$ cat config.mk
export PLATFORM = sky130hd
export DESIGN_NAME = booth_mult_scheduler
export DESIGN_NICKNAME = d
export VERILOG_FILES = /design/src/rtl/booth_mult_scheduler.sv
export SDC_FILE = /design/constraint.sdc
export NUM_CORES = 1
export LEC_CHECK = 0
export CORE_MARGIN = 2
export CORE_UTILIZATION = 44
export DETAILED_ROUTE_END_ITERATION = 10
export HOLD_SLACK_MARGIN = 0.08
export PLACE_DENSITY = 0.8
export REMOVE_ABC_BUFFERS = 1
export SLEW_MARGIN = 10
export SYNTH_ARGS = -nofsm -noshare
export SYNTH_HDL_FRONTEND = slang
export SYNTH_SLANG_ARGS = --single-unit
$ cat constraint.sdc
create_clock -name clk -period 2.59 [get_ports clk]
set_input_delay 0.518 -clock clk [delete_from_list [all_inputs] [get_ports clk]]
set_output_delay 0.518 -clock clk [all_outputs]
set_load 0.05 [all_outputs]
$ cat src/rtl/booth_mult_scheduler.sv
// Shared sequential radix-2 Booth multiplier. A round-robin arbiter in front
// serves NREQ requesters, and results return with the owner's ID over valid/ready.
module booth_mult_scheduler #(
  parameter  int N    = 8,
  parameter  int NREQ = 4,
  localparam int IDW  = (NREQ > 2) ? $clog2(NREQ) : 1
) (
  input  logic                clk,
  input  logic                rst_n,
  input  logic [NREQ-1:0]     req_valid,
  output logic [NREQ-1:0]     req_ready,
  input  logic [NREQ*N-1:0]   req_a,
  input  logic [NREQ*N-1:0]   req_b,
  output logic                resp_valid,
  input  logic                resp_ready,
  output logic [IDW-1:0]      resp_id,
  output logic [2*N-1:0]      resp_product,
  output logic                busy
);

  localparam int CW = (N > 2) ? $clog2(N) : 1;

  typedef enum logic [1:0] {IDLE, RUN, DONE} state_e;

  state_e           state_q, state_d;
  logic [N:0]       a_q, a_d;
  logic [N-1:0]     q_q, q_d;
  logic [N-1:0]     m_q, m_d;
  logic             q1_q, q1_d;
  logic [CW-1:0]    cnt_q, cnt_d;
  logic [IDW-1:0]   id_q, id_d;
  logic [IDW-1:0]   ptr_q, ptr_d;
  logic [2*N-1:0]   prod_q, prod_d;

  logic             grant_found;
  logic [IDW-1:0]   winner;
  logic [N-1:0]     sel_a, sel_b;
  logic [N:0]       m_ext, sum;

  // Two-pass search: requesters above ptr first, then wrap around to 0..ptr.
  always_comb begin
    grant_found = 1'b0;
    winner      = '0;
    sel_a       = '0;
    sel_b       = '0;
    for (int i = 0; i < NREQ; i++) begin
      if (!grant_found && req_valid[i] && (IDW'(i) > ptr_q)) begin
        grant_found = 1'b1;
        winner      = IDW'(i);
        sel_a       = req_a[i*N +: N];
        sel_b       = req_b[i*N +: N];
      end
    end
    for (int i = 0; i < NREQ; i++) begin
      if (!grant_found && req_valid[i] && (IDW'(i) <= ptr_q)) begin
        grant_found = 1'b1;
        winner      = IDW'(i);
        sel_a       = req_a[i*N +: N];
        sel_b       = req_b[i*N +: N];
      end
    end
  end

  always_comb begin
    req_ready = '0;
    if (rst_n && (state_q == IDLE) && grant_found) begin
      req_ready[winner] = 1'b1;
    end
  end

  // The extra accumulator bit keeps A - M exact even when M = -2^(N-1).
  always_comb begin
    m_ext = {m_q[N-1], m_q};
    case ({q_q[0], q1_q})
      2'b01:   sum = a_q + m_ext;
      2'b10:   sum = a_q - m_ext;
      default: sum = a_q;
    endcase
  end

  always_comb begin
    state_d = state_q;
    a_d     = a_q;
    q_d     = q_q;
    m_d     = m_q;
    q1_d    = q1_q;
    cnt_d   = cnt_q;
    id_d    = id_q;
    ptr_d   = ptr_q;
    prod_d  = prod_q;
    case (state_q)
      IDLE: begin
        if (grant_found) begin
          a_d     = '0;
          q_d     = sel_b;
          m_d     = sel_a;
          q1_d    = 1'b0;
          cnt_d   = '0;
          ptr_d   = winner;
          id_d    = winner;
          state_d = RUN;
        end
      end
      RUN: begin
        a_d   = {sum[N], sum[N:1]};
        q_d   = {sum[0], q_q[N-1:1]};
        q1_d  = q_q[0];
        cnt_d = cnt_q + 1'b1;
        if (cnt_q == CW'(N-1)) begin
          prod_d  = {a_d[N-1:0], q_d};
          state_d = DONE;
        end
      end
      DONE: begin
        if (resp_ready) begin
          state_d = IDLE;
        end
      end
      default: state_d = IDLE;
    endcase
  end

  always_ff @(posedge clk or negedge rst_n) begin
    if (!rst_n) begin
      state_q <= IDLE;
      a_q     <= '0;
      q_q     <= '0;
      m_q     <= '0;
      q1_q    <= 1'b0;
      cnt_q   <= '0;
      id_q    <= '0;
      ptr_q   <= IDW'(NREQ-1);
      prod_q  <= '0;
    end else begin
      state_q <= state_d;
      a_q     <= a_d;
      q_q     <= q_d;
      m_q     <= m_d;
      q1_q    <= q1_d;
      cnt_q   <= cnt_d;
      id_q    <= id_d;
      ptr_q   <= ptr_d;
      prod_q  <= prod_d;
    end
  end

  assign resp_valid   = (state_q == DONE);
  assign resp_product = prod_q;
  assign resp_id      = id_q;
  assign busy         = (state_q != IDLE);

endmodule

# Word-level counts from Yosys, hierarchy flattened
# Cells that the tools add are included.
# word_totals
register_bits,51
input_bits,71
output_inout_bits,24
wordCells,109
# classes
addsub,3
magnitude_cmp,10
n_eq_ne,8
mux,47
reduce_logical,32
# ops
operator,n
8-bit two-way mux,17
9-bit one-hot mux with 2 select lines,2
1-bit logical AND,18
2-bit two-way mux,9
8-bit one-hot mux with 2 select lines,1
1-bit two-way mux,11
9-bit adder,1
9-bit two-way mux,1
9-bit subtractor,1
1-bit zero test,7
2-bit one-hot mux with 3 select lines,1
3-bit one-hot mux with 2 select lines,1
2-bit AND reduction,3
"2-bit by 1-bit equality test with 1-bit output, second input constant",2
"2-bit equality test, second input constant",2
"1-bit by 2-bit greater-than comparator with 1-bit output, first input constant",2
"2-bit greater-than comparator, first input constant",2
"1-bit by 2-bit <= comparator with 1-bit output, first input constant",2
"2-bit <= comparator, first input constant",2
4-bit two-way mux,1
"2-bit inequality test, second input constant",2
2-bit nonzero test,2
"3-bit by 1-bit adder with 3-bit output, second input constant",1
"3-bit equality test, second input constant",1
other kinds (8),8

# Logic depth before layout (Yosys ltp)
# logic_depth
word_depth,36
mapped_depth,12
mapped_depth_nobuf,12

# Worst setup path after synthesis
# Ideal clock, no wire load.
# synth_path
path_kind,reg-to-output
from,reg state_q[1]
to,out req_ready[0]
t_arrival_ns,2.588
t_required_ns,2.072
slack_ns,-0.516
path_stages_with_launch,6
n_path_buf,1
cell_sequence,dfrtp_1 or2_2 a21oi_4 buf_2 nand3_1 a211oi_1
# synth_between
elab_chain_len,4
# synth_rtl
item,line,source
start: declaration,25,"state_e state_q, state_d;"
start signal: assignment,135,state_q <= state_d;
2-bit zero test,66,if (rst_n && (state_q == IDLE) && grant_found) begin
1-bit logical AND (2 in series),66,
4-bit two-way mux,66,
end: declaration,11,"output logic [NREQ-1:0] req_ready,"
# Every way passes these cells.

# Worst setup path in the final report
# layout_path
from,reg ptr_q[0]
to,out req_ready[0]
# layout_between
elab_chain_len,36
elab_cells_between_ends,52
cone_classes,order compare (10); mux (18); reduce/logical (24)
# layout_rtl
item,line,source
start: declaration,32,"logic [IDW-1:0] ptr_q, ptr_d;"
start signal: assignment,132,ptr_q <= IDW'(NREQ-1);
start signal: assignment,142,ptr_q <= ptr_d;
1-bit by 2-bit greater-than comparator with 1-bit output,47,if (!grant_found && req_valid[i] && (IDW'(i) > ptr_q)) begin
1-bit logical AND,47,
1-bit two-way mux,47,
1-bit zero test,47,
1-bit logical AND (2 in series),47,
1-bit two-way mux,47,
1-bit zero test,47,
1-bit logical AND (2 in series),47,
[17 not listed],-,
1-bit zero test,55,if (!grant_found && req_valid[i] && (IDW'(i) <= ptr_q)) begin
1-bit logical AND (2 in series),55,
2-bit two-way mux,55,
2-bit by 3-bit < comparator with 1-bit output (implied by the code) or 2-bit by 1-bit greater-or-equal comparator with 1-bit output (tied branches),67,req_ready[winner] = 1'b1;
1-bit logical AND (implied by the code),67,
1-bit two-way mux (implied by the code),67,
1-bit demux with 2-bit select,67,
4-bit two-way mux *,66,
# Mark *: on every way between the ends. The rest lies on a longest branch, timed or not.

==> qor.yml <==
power_and_ir_drop:
  power_frac_seq_pct: 19.9
  p_int_mw: 4.20
  p_per_area_nw_per_um2: 1470
  power_frac_comb_pct: 72.3
  p_total_mw: 7.84
  clkPwrFrac_pct: 7.8
  peakVddDrop_v: 0.000593
  p_leak_nw: 2.20
  p_switching_mw: 3.63
  switching_share_pct: 46.4
global_routing:
  track_usage_pct: 27.7
  grt_max_degree: 50
  first_global_vias: 3803
  grt_overflow: 0
  grt_pass1_wl_um: 19000
  antenna_found_initial: 0
critical_path:
  crit_path_max_incr_delay_ns: 0.63
  r2r_start: "m_q[0]$_DFFE_PN0P_"
  crit_path_cell_trace: "nand2b_4 -> nand2_1 -> o221ai_2 -> nand3_2 -> a211oi_2 -> buf_4 -> buf_12"
  crit_path_top_delay_cell: "dfstp_2"
  crit_buf_inv: 2
  worstSetupEndpointType: "output pin"
  path_class: "register to output pin"
  crit_family: "flip-flops"
  rr_worst_depth: 12
  startpoint_type: "register"
  critPathRequiredTime_ns: 2.07
  cp.arrival_ns: 2.04
  path_max_fanout: 7
  timing.rr.end: "a_q[6]$_DFFE_PN0P_"
  r2r_slack_ns: 0.04
drt:
  postRouteWirelength_um: 12300
  drc: 0
  via_count: 3863
  wl_per_cell_um: 19.3
  ant_nets: 0
  routed_via_density: 6.06
  dr.pass1.iters: 5
  drt-initial-drc-count: 333
clock_tree:
  clk_latency_ns: 0.32
  clk_pin_slew_ns: 0.10
  cts_tree: "yes"
  cts_inserted_buffers: 5
  numClockSinks: 50
  cts_root_buf: "clkbuf_8"
  htree_levels: 2
  max-clock-path-buffers: 2
timing:
  timing.final.crit_share_pct: 98.6
  rsz0062_at_grt: "true"
  period_minus_slack_ns: 2.55
  drv_slew: 0
  skew_ns: 0.0136
  slew-limit-headroom_pct: 51.2
  tightest_slew_ns: 0.732
  setup_viol: 0
  setup_slack_ns: 0.0367
  clock.fmax_ghz: 0.392
  hold_viol_final: 0
worst_hold_path:
  min-delay-start: "resp_product[14]$_DFFE_PN0P_"
  hold_depth: 2
  hp-class: "register to register"
  hold_path_end: "resp_product[14]$_DFFE_PN0P_"
synth:
  async_flop_share_pct: 100
  yosys_register_bits: 50
  ys_types: 56
  synthTopCellsByArea: "dfrtp_1 35%, a21oi_1 4.9%, nand2_1 4.6%"
  synth_flop_cell: "dfrtp_1"
  synth_area_um2: 3440
  synth_warnings: 0
  synth_edf_count: 0
  netlist.area_leader.share_pct: 34.9
  synth_cells: 396
  postSynthAreaPerCell_um2: 8.70
  yosys.area.top_type: "dfrtp_1"
  yosysSeqAreaShare_pct: 36.4
placement:
  hpwl_um: 8420
  portBuffers: 94
  dp_slack_ns: -0.169
  gp_congestion: 0.965
status:
  outcome: "completed"
floorplan:
  fp.dieH_um: 92.5
  dieArea_um2: 8550
  rows: 32
  fp.dieW_um: 92.5
  fp.coreArea_um2: 7650
  initial_utilization_pct: 45.0
  pin_count: 95
cells_and_area:
  nNetsFinal: 618
  drive_gt1_share_pct: 25.8
  diodes: 0
  layout_commonest_cell: "clkdlybuf4s50_1"
  area_growth_pct: 55.0
  layout_common_cells: "85 x clkdlybuf4s50_1, 56 x buf_4, 47 x dfrtp_1"
flow_run:
  cap_viol_max_count: 0
## timing repair
item                       4_1_cts  5_1_grt
hold endpoints to repair         1        0
hold buffers                     1        0
gates resized for setup         30       41
setup buffers                    4        6
cloned                           0        0
setup endpoints to repair       11       13
pin swaps                        9       24
## area by class of cell
type,instances,area (µm²)
Clock buffer,6,82.6
Clock inverter,2,38.8
Fill cell,558,2310
Inverter,10,37.5
Multi-Input combinational cell,311,2330
Sequential cell,50,1250
Tap cell,102,128
Timing Repair Buffer,156,1470
## power by group through the flow
stage,logic [mW],clock network (mW),registers (mW)
2_1_floorplan,2.53,0,1.90
3_3_place_gp,4.41,0,1.52
3_5_place_dp,4.52,0,1.53
4_1_cts,4.85,0.621,1.52
5_1_grt,6.08,0.652,1.61
6_report,5.66,0.614,1.56
## worst register-to-register path, delay by kind of cell, from the launching register on
| family | cells | cell delay [ns] |
|---|---|---|
| AO/OA/AOI/OAI | 2 | 0.40 |
| XOR/XNOR | 2 | 0.29 |
| adder cells (fa/ha/maj) | 2 | 0.33 |
| buffers and inverters | 2 | 0.24 |
| flip-flops | 1 | 0.40 |
| AND/OR/NAND/NOR | 4 | 0.81 |
## worst max-delay path by stage
stage	endpoint	from	depth (start not counted)
2_1_floorplan	req_ready[0]	state_q[1]$_DFFE_PN0P_	4
3_3_place_gp	req_ready[3]	req_valid[1]	8
3_5_place_dp	req_ready[0]	req_valid[3]	9
4_1_cts	a_q[6]$_DFFE_PN0P_	m_q[0]$_DFFE_PN0P_	14
5_1_grt	a_q[6]$_DFFE_PN0P_	m_q[0]$_DFFE_PN0P_	12
6_report	req_ready[0]	ptr_q[0]$_DFFE_PN1P_	7
## sequential cells by signal, summed over array words and instances, names as in the netlist
register,count
resp_product,16
a_q,8
m_q,8
q_q,8
cnt_q,3
ptr_q,2
resp_id,2
state_q,2
q1_q,1
## kinds of logic (layout without fill, tap and decap cells)
family | count (synthesis) | in the layout | synth area share, %
AOI/OAI and AO/OA | 146 | 146 | 29.5
xor gates and xnor gates | 12 | 12 | 3.05
adders and majority gates | 13 | 13 | 4.94
buffers and inverters | 35 | 174 | 4.40
DFF | 50 | 50 | 36.4
muxes | 12 | 12 | 3.81
and+or+nand+nor | 128 | 128 | 17.9
## per-layer routing
layer  track usage [%]  vias to the layer above  routed length [µm]
li1                  -                     1764                   -
met1              36.3                     1861                4840
met2              48.3                      215                6380
met3              3.91                       23                 905
met4              6.72                        0                 177
met5                 0                        -                   0
## per-stage QoR
step / area [µm²] / hold slack [ns] / std cells / util (%) / TNS, ns
after floorplan: 3330 / 0.222 / 371 / - / -0.848
after global placement: 4830 / 0.347 / 618 / 63.2 / -0.459
after detailed placement: 4830 / 0.347 / 618 / 63.2 / -0.793
after CTS: 5100 / 0.488 / 631 / 66.6 / -0.0284
after global routing: 5340 / 0.513 / 637 / 69.8 / -0.363
final: 5340 / 0.486 / 637 / 69.8 / 0
## cells in the mapped netlist (2+ instances only)
master and instances:
a211oi_1 8, a21o_1 4, a21oi_1 34, a221o_1 5, a221oi_1 12, a222oi_1 2
a22oi_1 10, a41oi_1 2, and3_1 15, buf_1 2, buf_2 10, clkbuf_1 12
dfrtp_1 48, dfstp_2 2, ha_1 12, inv_1 10, mux2_2 9, mux2i_1 3
nand2_1 42, nand2b_1 5, nand3_1 13, nand4_1 2, nor2_1 26, nor2_2 3
nor2b_1 5, nor3_1 6, nor4_1 3, o21a_1 7, o21ai_0 27, o221a_2 2
o221ai_1 13, o22ai_1 2, o2bb2ai_1 2, o31a_1 2, o31ai_1 5, xnor2_1 9
xor2_1 3
Power figures use the tool's default switching activity.
